===== src/rtl/thread_scheduler.sv =====
// thread_scheduler: lifecycle controller and round-robin issue scheduler for
// the hardware threads of the barrel core.
//   clk, rst_n          clock, asynchronous active-low reset
//   sched_en            global issue enable (state tracking continues when 0)
//   spawn_req/trd/arg   start a FREE thread, argument goes to its r4
//   spawn_ack/err       1-cycle accept / reject pulses
//   kill_req/trd        return a thread to FREE
//   stall_req/trd/cycles park a RUN thread for stall_cycles cycles
//   init/init_trd/init_data  regfile init strobe, target and data
//   issue_vld/issue_trd thread selected for issue this cycle
//   trd_active          bit i set while thread i is not FREE
module thread_scheduler #(
  parameter int unsigned NUM_TRD = 8,
  parameter int unsigned TRD_W   = 3,
  parameter int unsigned STALL_W = 4
) (
  input  logic               clk,
  input  logic               rst_n,
  input  logic               sched_en,
  input  logic               spawn_req,
  input  logic [TRD_W-1:0]   spawn_trd,
  input  logic [31:0]        spawn_arg,
  output logic               spawn_ack,
  output logic               spawn_err,
  input  logic               kill_req,
  input  logic [TRD_W-1:0]   kill_trd,
  input  logic               stall_req,
  input  logic [TRD_W-1:0]   stall_trd,
  input  logic [STALL_W-1:0] stall_cycles,
  output logic               init,
  output logic [TRD_W-1:0]   init_trd,
  output logic [31:0]        init_data,
  output logic               issue_vld,
  output logic [TRD_W-1:0]   issue_trd,
  output logic [NUM_TRD-1:0] trd_active
);

  localparam logic [1:0] ST_FREE = 2'd0;
  localparam logic [1:0] ST_INIT = 2'd1;
  localparam logic [1:0] ST_RUN  = 2'd2;
  localparam logic [1:0] ST_WAIT = 2'd3;

  logic [NUM_TRD-1:0][1:0]         st_q, st_d;
  logic [NUM_TRD-1:0][STALL_W-1:0] cnt_q, cnt_d;
  logic [TRD_W-1:0]                ptr_q, ptr_d;

  logic               spawn_ack_d, spawn_err_d, init_d, issue_vld_d;
  logic [TRD_W-1:0]   init_trd_d, issue_trd_d;
  logic [31:0]        init_data_d;
  logic [NUM_TRD-1:0] trd_active_d;

  logic               found;
  logic [TRD_W-1:0]   idx, pick;

  // Next-state: spawn/kill/stall handling, per-thread FSM, round-robin pick
  always_comb begin
    st_d         = st_q;
    cnt_d        = cnt_q;
    ptr_d        = ptr_q;
    spawn_ack_d  = 1'b0;
    spawn_err_d  = 1'b0;
    init_d       = 1'b0;
    init_trd_d   = init_trd;
    init_data_d  = init_data;
    issue_vld_d  = 1'b0;
    issue_trd_d  = issue_trd;
    trd_active_d = '0;
    found        = 1'b0;
    idx          = '0;
    pick         = '0;

    // Kill to the same FREE thread silently wins; a busy target is always an error
    if (spawn_req) begin
      if (st_q[spawn_trd] != ST_FREE) begin
        spawn_err_d = 1'b1;
      end else if (!(kill_req && (kill_trd == spawn_trd))) begin
        spawn_ack_d = 1'b1;
        init_d      = 1'b1;
        init_trd_d  = spawn_trd;
        init_data_d = spawn_arg;
      end
    end

    for (int unsigned i = 0; i < NUM_TRD; i++) begin
      case (st_q[i])
        ST_FREE: if (spawn_ack_d && (spawn_trd == TRD_W'(i))) st_d[i] = ST_INIT;
        ST_INIT: st_d[i] = ST_RUN;
        ST_RUN: begin
          if (stall_req && (stall_trd == TRD_W'(i)) && (stall_cycles != '0)) begin
            st_d[i]  = ST_WAIT;
            cnt_d[i] = stall_cycles;
          end
        end
        ST_WAIT: begin
          // Leave on the 1->0 edge so the thread misses exactly stall_cycles picks
          cnt_d[i] = cnt_q[i] - STALL_W'(1);
          if (cnt_q[i] == STALL_W'(1)) st_d[i] = ST_RUN;
        end
        default: st_d[i] = ST_FREE;
      endcase
      if (kill_req && (kill_trd == TRD_W'(i))) begin
        st_d[i]  = ST_FREE;
        cnt_d[i] = '0;
      end
      trd_active_d[i] = (st_d[i] != ST_FREE);
    end

    // Search ptr+1 .. ptr+NUM_TRD; thread-id arithmetic wraps naturally
    for (int unsigned k = 1; k <= NUM_TRD; k++) begin
      idx = ptr_q + TRD_W'(k);
      if (!found && (st_q[idx] == ST_RUN)) begin
        found = 1'b1;
        pick  = idx;
      end
    end

    if (sched_en && found) begin
      issue_vld_d = 1'b1;
      issue_trd_d = pick;
      ptr_d       = pick;
    end
  end

  // State and output registers
  always_ff @(posedge clk or negedge rst_n) begin
    if (!rst_n) begin
      st_q       <= '0;
      cnt_q      <= '0;
      ptr_q      <= TRD_W'(NUM_TRD - 1);
      spawn_ack  <= 1'b0;
      spawn_err  <= 1'b0;
      init       <= 1'b0;
      init_trd   <= '0;
      init_data  <= '0;
      issue_vld  <= 1'b0;
      issue_trd  <= '0;
      trd_active <= '0;
    end else begin
      st_q       <= st_d;
      cnt_q      <= cnt_d;
      ptr_q      <= ptr_d;
      spawn_ack  <= spawn_ack_d;
      spawn_err  <= spawn_err_d;
      init       <= init_d;
      init_trd   <= init_trd_d;
      init_data  <= init_data_d;
      issue_vld  <= issue_vld_d;
      issue_trd  <= issue_trd_d;
      trd_active <= trd_active_d;
    end
  end

endmodule


===== config.mk =====
export PLATFORM = sky130hd
export DESIGN_NAME = thread_scheduler
export DESIGN_NICKNAME = d
export VERILOG_FILES = /design/src/rtl/thread_scheduler.sv
export SDC_FILE = /design/constraint.sdc
export NUM_CORES = 1
export LEC_CHECK = 0
export ABC_AREA = 0
export CAP_MARGIN = 20
export CORE_MARGIN = 3
export CORE_UTILIZATION = 45
export DETAILED_ROUTE_END_ITERATION = 7
export GPL_TIMING_DRIVEN = 1
export PLACE_DENSITY = 0.7
export SETUP_SLACK_MARGIN = 0.2
export SLEW_MARGIN = 10
export SYNTH_ARGS = -nofsm -noshare
export SYNTH_HDL_FRONTEND = slang
export SYNTH_SLANG_ARGS = --single-unit

===== constraint.sdc =====
create_clock -name clk -period 6 [get_ports clk]
set_input_delay 1.5 -clock clk [delete_from_list [all_inputs] [get_ports clk]]
set_output_delay 1.5 -clock clk [all_outputs]
set_load 0.01 [all_outputs]

**After elaboration in Yosys (flattened, before gate mapping)**

Index checks and enable logic that the tools add are counted.

- Flip-flop bits (word level): 100
- Input bits: 51
- Word-level logic and storage cells: 310

- Equality and inequality tests: 70
- Multiplexer cells: 104
- Order comparisons: 9
- Bitwise operators: 2
- Add/subtract/negate cells: 15
- Reductions and logical operators: 86

Operators with widths:

| operator | number |
|---|---|
| $mux W2 | 41 |
| $mux W4 | 16 |
| $pmux W2 S4 | 8 |
| $pmux W4 S2 | 8 |
| $bmux W2 S3 | 9 |
| $eq A2 B2 Y1 const B | 24 |
| $logic_and A1 B1 Y1 | 41 |
| $eq A3 B3 Y1 const B | 12 |
| $lt A3 B4 Y1 const B | 9 |
| $eq A4 B1 Y1 const B | 8 |
| $sub A4 B1 Y4 const B | 8 |
| $mux W3 | 8 |
| $ne A3 B3 Y1 const B | 8 |
| $reduce_bool A3 Y1 | 8 |
| $eq A3 B2 Y1 const B | 6 |
| $reduce_bool A2 Y1 | 9 |
| $eq A2 B1 Y1 const B | 8 |
| $logic_not A2 Y1 | 8 |
| $reduce_and A2 Y1 | 8 |
| $mux W1 | 14 |
| $add A3 B3 Y3 const B | 4 |
| $eq A3 B1 Y1 const B | 3 |
| $logic_not A3 Y1 | 3 |
| $logic_not A1 Y1 | 7 |
| other kinds (6) | 8 |

**Depth between registers and ports, before layout**

- Depth in word-level cells: 28
- Mapped depth: 12
- Depth with buffers taken out: 9

**Least setup slack after synthesis**

Ideal clock, no wire load.

- Path kind: flip-flop to flip-flop
- Start: register ptr_q[1]
- End: register issue_trd[0]
- Stages on the path, launching flop included: 13
- Data required time: 5.874 ns
- Arrival time: 3.467 ns
- Slack: 2.407 ns
- Cells stage by stage: dfstp_2 > clkbuf_1 > clkinv_1 > ha_1 > buf_2 > and4b_4 > nor4_1 > nand2_1 > or4_4 > buf_6 > o41ai_4 > and2b_1 > nor3_1

- Longest elaborated chain between the ends: 27
- Elaborated cells between the ends (all ways): 62
- Those cells by class: add/sub (7); eq/ne (8); mux (32); reduce/logical (15)

Ends and longest elaborated chain:

| what | RTL line | RTL |
|---|---|---|
| start, declared | 45 | `logic [TRD_W-1:0] ptr_q, ptr_d;` |
| start signal, assigned | 129 | `ptr_q <= TRD_W'(NUM_TRD - 1);` |
| start signal, assigned | 141 | `ptr_q <= ptr_d;` |
| $add A3 B1 Y3 | 110 | `idx = ptr_q + TRD_W'(k);` |
| $bmux W2 S3 | 111 | `if (!found && (st_q[idx] == ST_RUN)) begin` |
| $mux W2 (implied by the code) | 111 |  |
| $eq A2 B2 Y1 | 111 |  |
| $mux W1 | 111 |  |
| $logic_not A1 Y1 | 111 |  |
| $logic_and A1 B1 Y1 | 111 |  |
| $mux W1 | 111 |  |
| [... 11 more ...] | -- |  |
| $mux W1 | 111 |  |
| $logic_not A1 Y1 | 111 |  |
| $logic_and A1 B1 Y1 | 111 |  |
| $mux W1 | 111 |  |
| $logic_not A1 Y1 | 111 |  |
| $logic_and A1 B1 Y1 | 111 |  |
| $mux W1 | 111 |  |
| $logic_and A1 B1 Y1 | 117 | `if (sched_en && found) begin` |
| end signal, assigned | 148 | `issue_trd <= issue_trd_d;` |
| end, declared | 34 | `output logic [TRD_W-1:0] issue_trd,` |

Several ways; a longest one is shown, not always the timed one. The select of a mux whose other input is x is not followed.
A chain may end at the register's enable or synchronous reset.

**Worst setup path in the final report**

Ends and elaborated chain as after synthesis.

==> impl_metrics.sql <==
INSERT INTO impl_metrics (metric_group, metric, value, unit) VALUES
('yosys', 'synth_compound_area_share', '15.1', '%'),
('floorplanning', 'initial_utilization', '46.3', '%'),
('worst_setup_path', 'timing.critical_path.slowest_cell_delay', '0.67', 'ns'),
('power_and_ir_drop', 'powerDensity', '575', 'mW/mm²'),
('yosys', 'synth.yosys.seq_area_share', '42.8', '%'),
('power_and_ir_drop', 'p_total', '0.00417', 'W'),
('yosys', 'post_syn_area', '0.00586', 'mm²'),
('yosys', 'synth_enable_flop_cells', '0', ''),
('grt', 'grt_max_degree', '58', ''),
('cts', 'cts.path.max_buffers', '2', ''),
('status', 'run_status', 'finished clean', ''),
('cts', 'post_cts_hold_buffer_count', '0', ''),
('yosys', 'post_synth_fa_ha_maj_area_fraction', '3.84', '%'),
('sta', 'final_max_slew_viol_count', '0', ''),
('yosys', 'synthArstFlopShare', '100', '%'),
('placement', 'portBuffers', '100', ''),
('finish', 'final_cell_area', '0.00725', 'mm²'),
('cts', 'clk_pin_slew_worst_setup_hold_paths', '0.06', 'ns'),
('worst_setup_path', 'worst-endpoint-arrival', '4.27', 'ns'),
('route', 'drt_pre_antenna_iters', '5', ''),
('cts', 'cts_tree', 'done', ''),
('cts', 'ctsRootBufferMaster', 'sky130_fd_sc_hd__clkbuf_16', ''),
('power_and_ir_drop', 'internal', '0.00248', 'W'),
('sta', 'max_clock_freq', '0.247', 'GHz'),
('power_and_ir_drop', 'vdd.ir_drop.worst', '271', 'µV'),
('sta', 'worst_max_slew_margin_expressed_relative_to_the_limit', '30.5', '%'),
('power_and_ir_drop', 'power.share.switching', '40.5', '%'),
('route', 'drc', '0', ''),
('worst_setup_path', 'crit_path_start_kind', 'flop', ''),
('cts', 'cts_post_setup_buffers_inserted', '0', ''),
('sta', 'post_route_clock_period_utilization', '67.4', '%'),
('grt', 'grt_first_pass_wirelength', '24700', 'µm'),
('power_and_ir_drop', 'power_switching', '0.00169', 'W'),
('sta', 'hold_violations', '0', ''),
('cts', 'clock_sink_count', '100', ''),
('sta', 'rsz_0062_raised_after_global_routing', 'no', ''),
('yosys', 'synth.ff_latch_count', '100', ''),
('power_and_ir_drop', 'seq_power_share', '31.3', '%'),
('placement', 'place_area', '0.00694', 'mm²'),
('cts', 'insertion_delay', '0.35', 'ns'),
('power_and_ir_drop', 'power.leakage', '3.02', 'nW'),
('sta', 'fin_worst_skew', '0.00576', 'ns'),
('route', 'routed_wl', '15300', 'µm'),
('floorplanning', 'die_h', '120', 'µm'),
('worst_setup_path', 'critical_path.max_fanout', '13', ''),
('yosys', 'synthMuxAreaShare', '13.6', '%'),
('yosys', 'netlist-cell-type-count', '70', ''),
('worst_setup_path', 'slowest_stage', 'sky130_fd_sc_hd__dfstp_2', ''),
('grt', 'groute.usage.overall', '21.6', '%'),
('route', 'ant_nets', '0', ''),
('sta', 'tightest_slew', '1.04', 'ns'),
('floorplanning', 'fp.coreArea', '0.0127', 'mm²'),
('finish', 'nNetsFinal', '741', ''),
('finish', 'antenna-diode-count', '0', ''),
('floorplanning', 'fp.dieW', '120', 'µm'),
('finish', 'layout_cells_sized_above_1', '11.4', '%'),
('sta', 'totalNegativeSetupSlack', '0', 'ns'),
('grt', 'via_count_of_the_first_global_routing_pass', '4915', ''),
('yosys', 'synthesis.area_per_instance', '9.97', 'µm²'),
('route', 'num_vias', '4943', ''),
('placement', 'hpwlAfterDp', '11500', 'µm'),
('cts', 'post_cts_resize_count', '0', ''),
('finish', 'post-route-util', '57.2', '%'),
('floorplanning', 'pin_count', '101', ''),
('flow_run', 'timing.max_cap.violations', '0', ''),
('floorplanning', 'num_rows', '41', ''),
('worst_setup_path', 'timing.critical_path.to_type', 'flop', ''),
('worst_setup_path', 'cp.required', '6.22', 'ns'),
('sta', 'period_minus_slack', '4.05', 'ns'),
('route', 'wl_per_cell', '18.1', 'µm'),
('yosys', 'synth_xor_area_share', '0.747', '%');
-- worst max-delay path, delay by kind of cell (launching register included) --
kind	cells	cell delay, ns
flip-flops	1	0.67
buffers and inverters	1	0.34
AND/OR/NAND/NOR	6	1.77
AO/OA/AOI/OAI	1	0.56
adder cells (fa/ha/maj)	1	0.58
-- path summary, 6_finish.rpt --
path	from	to	slack, ns	cells after the start
max in group asynchronous	rst_n	st_q[14]	3.73	2
hold / removal	issue_trd[1]	issue_trd[1]	0.49	2
hold reg to reg	issue_trd[1]	issue_trd[1]	0.49	2
setup reg to reg	ptr_q[1]	issue_trd[0]	1.95	9
setup / recovery	ptr_q[1]	issue_trd[0]	1.95	9
min in group asynchronous	rst_n	issue_trd[2]	1.21	1
-- synth_stat cells (all sizes together), types with 6 or more instances --
cell type | n | area share, %
nor3 | 14 | 1.2
ha | 18 | 3.8
and3 | 6 | 0.64
nand3 | 13 | 1.1
nand2b | 13 | 1.4
o41ai | 6 | 1.2
nand4 | 6 | 0.64
inv | 28 | 1.9
a211oi | 6 | 0.77
o21ai | 24 | 2.0
nor3b | 11 | 1.4
dfrtp | 97 | 41
nor2b | 14 | 1.8
mux2 | 38 | 7.4
clkbuf | 18 | 1.2
mux2i | 10 | 1.7
a21oi | 42 | 3.6
nand2 | 43 | 2.8
mux4 | 11 | 4.5
buf | 12 | 1.7
nor2 | 71 | 4.5
a221oi | 9 | 1.3
-- kinds of logic (layout without fill, tap and decap cells) --
group,Yosys count,in the layout
multiplexers,59,59
XOR/XNOR,5,5
adder cells (fa/ha/maj),18,18
flip-flops,100,100
AND/OR/NAND/NOR,216,216
AO/OA/AOI/OAI,131,131
buffers and inverters,59,147
-- registers in the layout (all words and copies together) (netlist names) --
name	flops
trd_active	8
cnt_q	32
init_data	32
issue_vld	1
init_trd	3
issue_trd	3
st_q	16
ptr_q	3
spawn_err	1
init	1
-- routing by layer --
layer | vias up | GRT usage, % | wire (µm)
met5 | - | 0 | 0
li1 | 2305 | - | -
met4 | 0 | 9.52 | 464
met3 | 32 | 6.50 | 1260
met1 | 2413 | 26.9 | 6430
met2 | 193 | 34.9 | 7170
-- per-stage QoR --
stage | setup WS [ns] | instances
floorplan | 2.41 | 588
global placement | 1.85 | 833
detailed placement | 1.75 | 833
CTS | 2.01 | 848
global route | 1.80 | 848
finish | 1.95 | 848
-- cell usage in the layout, fill, tap and decap left out, drive strengths merged, types with 3 or more instances in the layout --
master and n:
clkdlybuf4s50 99, dfrtp 97, nor2 71, nand2 43, a21oi 42, mux2 38, inv 30, o21ai 24
ha 18, nor3 14, nor2b 14, nand3 13, nand2b 13, nor3b 11, mux4 11, mux2i 10
clkbuf 10, a221oi 9, nand4 6, and3 6, a211oi 6, o41ai 6, xnor2 5, nor4bb 5
a31oi 5, o211ai 5, o31ai 4, buf 4, o22ai 4, or4bb 3, and2 3, nor4b 3
nor4 3, a22oi 3, dfstp 3, and4b 3
-- cell type report --
class	instances	area, µm²
repair buffers	103	1020
clock inverters	5	85.1
inverters	29	114
multi-input cells	429	3080
clock buffers	10	229
well taps	172	215
flip-flops and latches	100	2510
fillers	1098	5420
-- power by group through the flow --
stage / Sequential (W) / Clock [W] / Combinational (W)
floorplan: 0.00126 / 0 / 0.00152
global placement: 0.00130 / 0 / 0.00216
detailed placement: 0.00131 / 0 / 0.00222
CTS: 0.00130 / 0.000638 / 0.00224
global route: 0.00135 / 0.000672 / 0.00244
finish: 0.00130 / 0.000623 / 0.00224
Note: power is estimated with default switching activity, not from simulation.
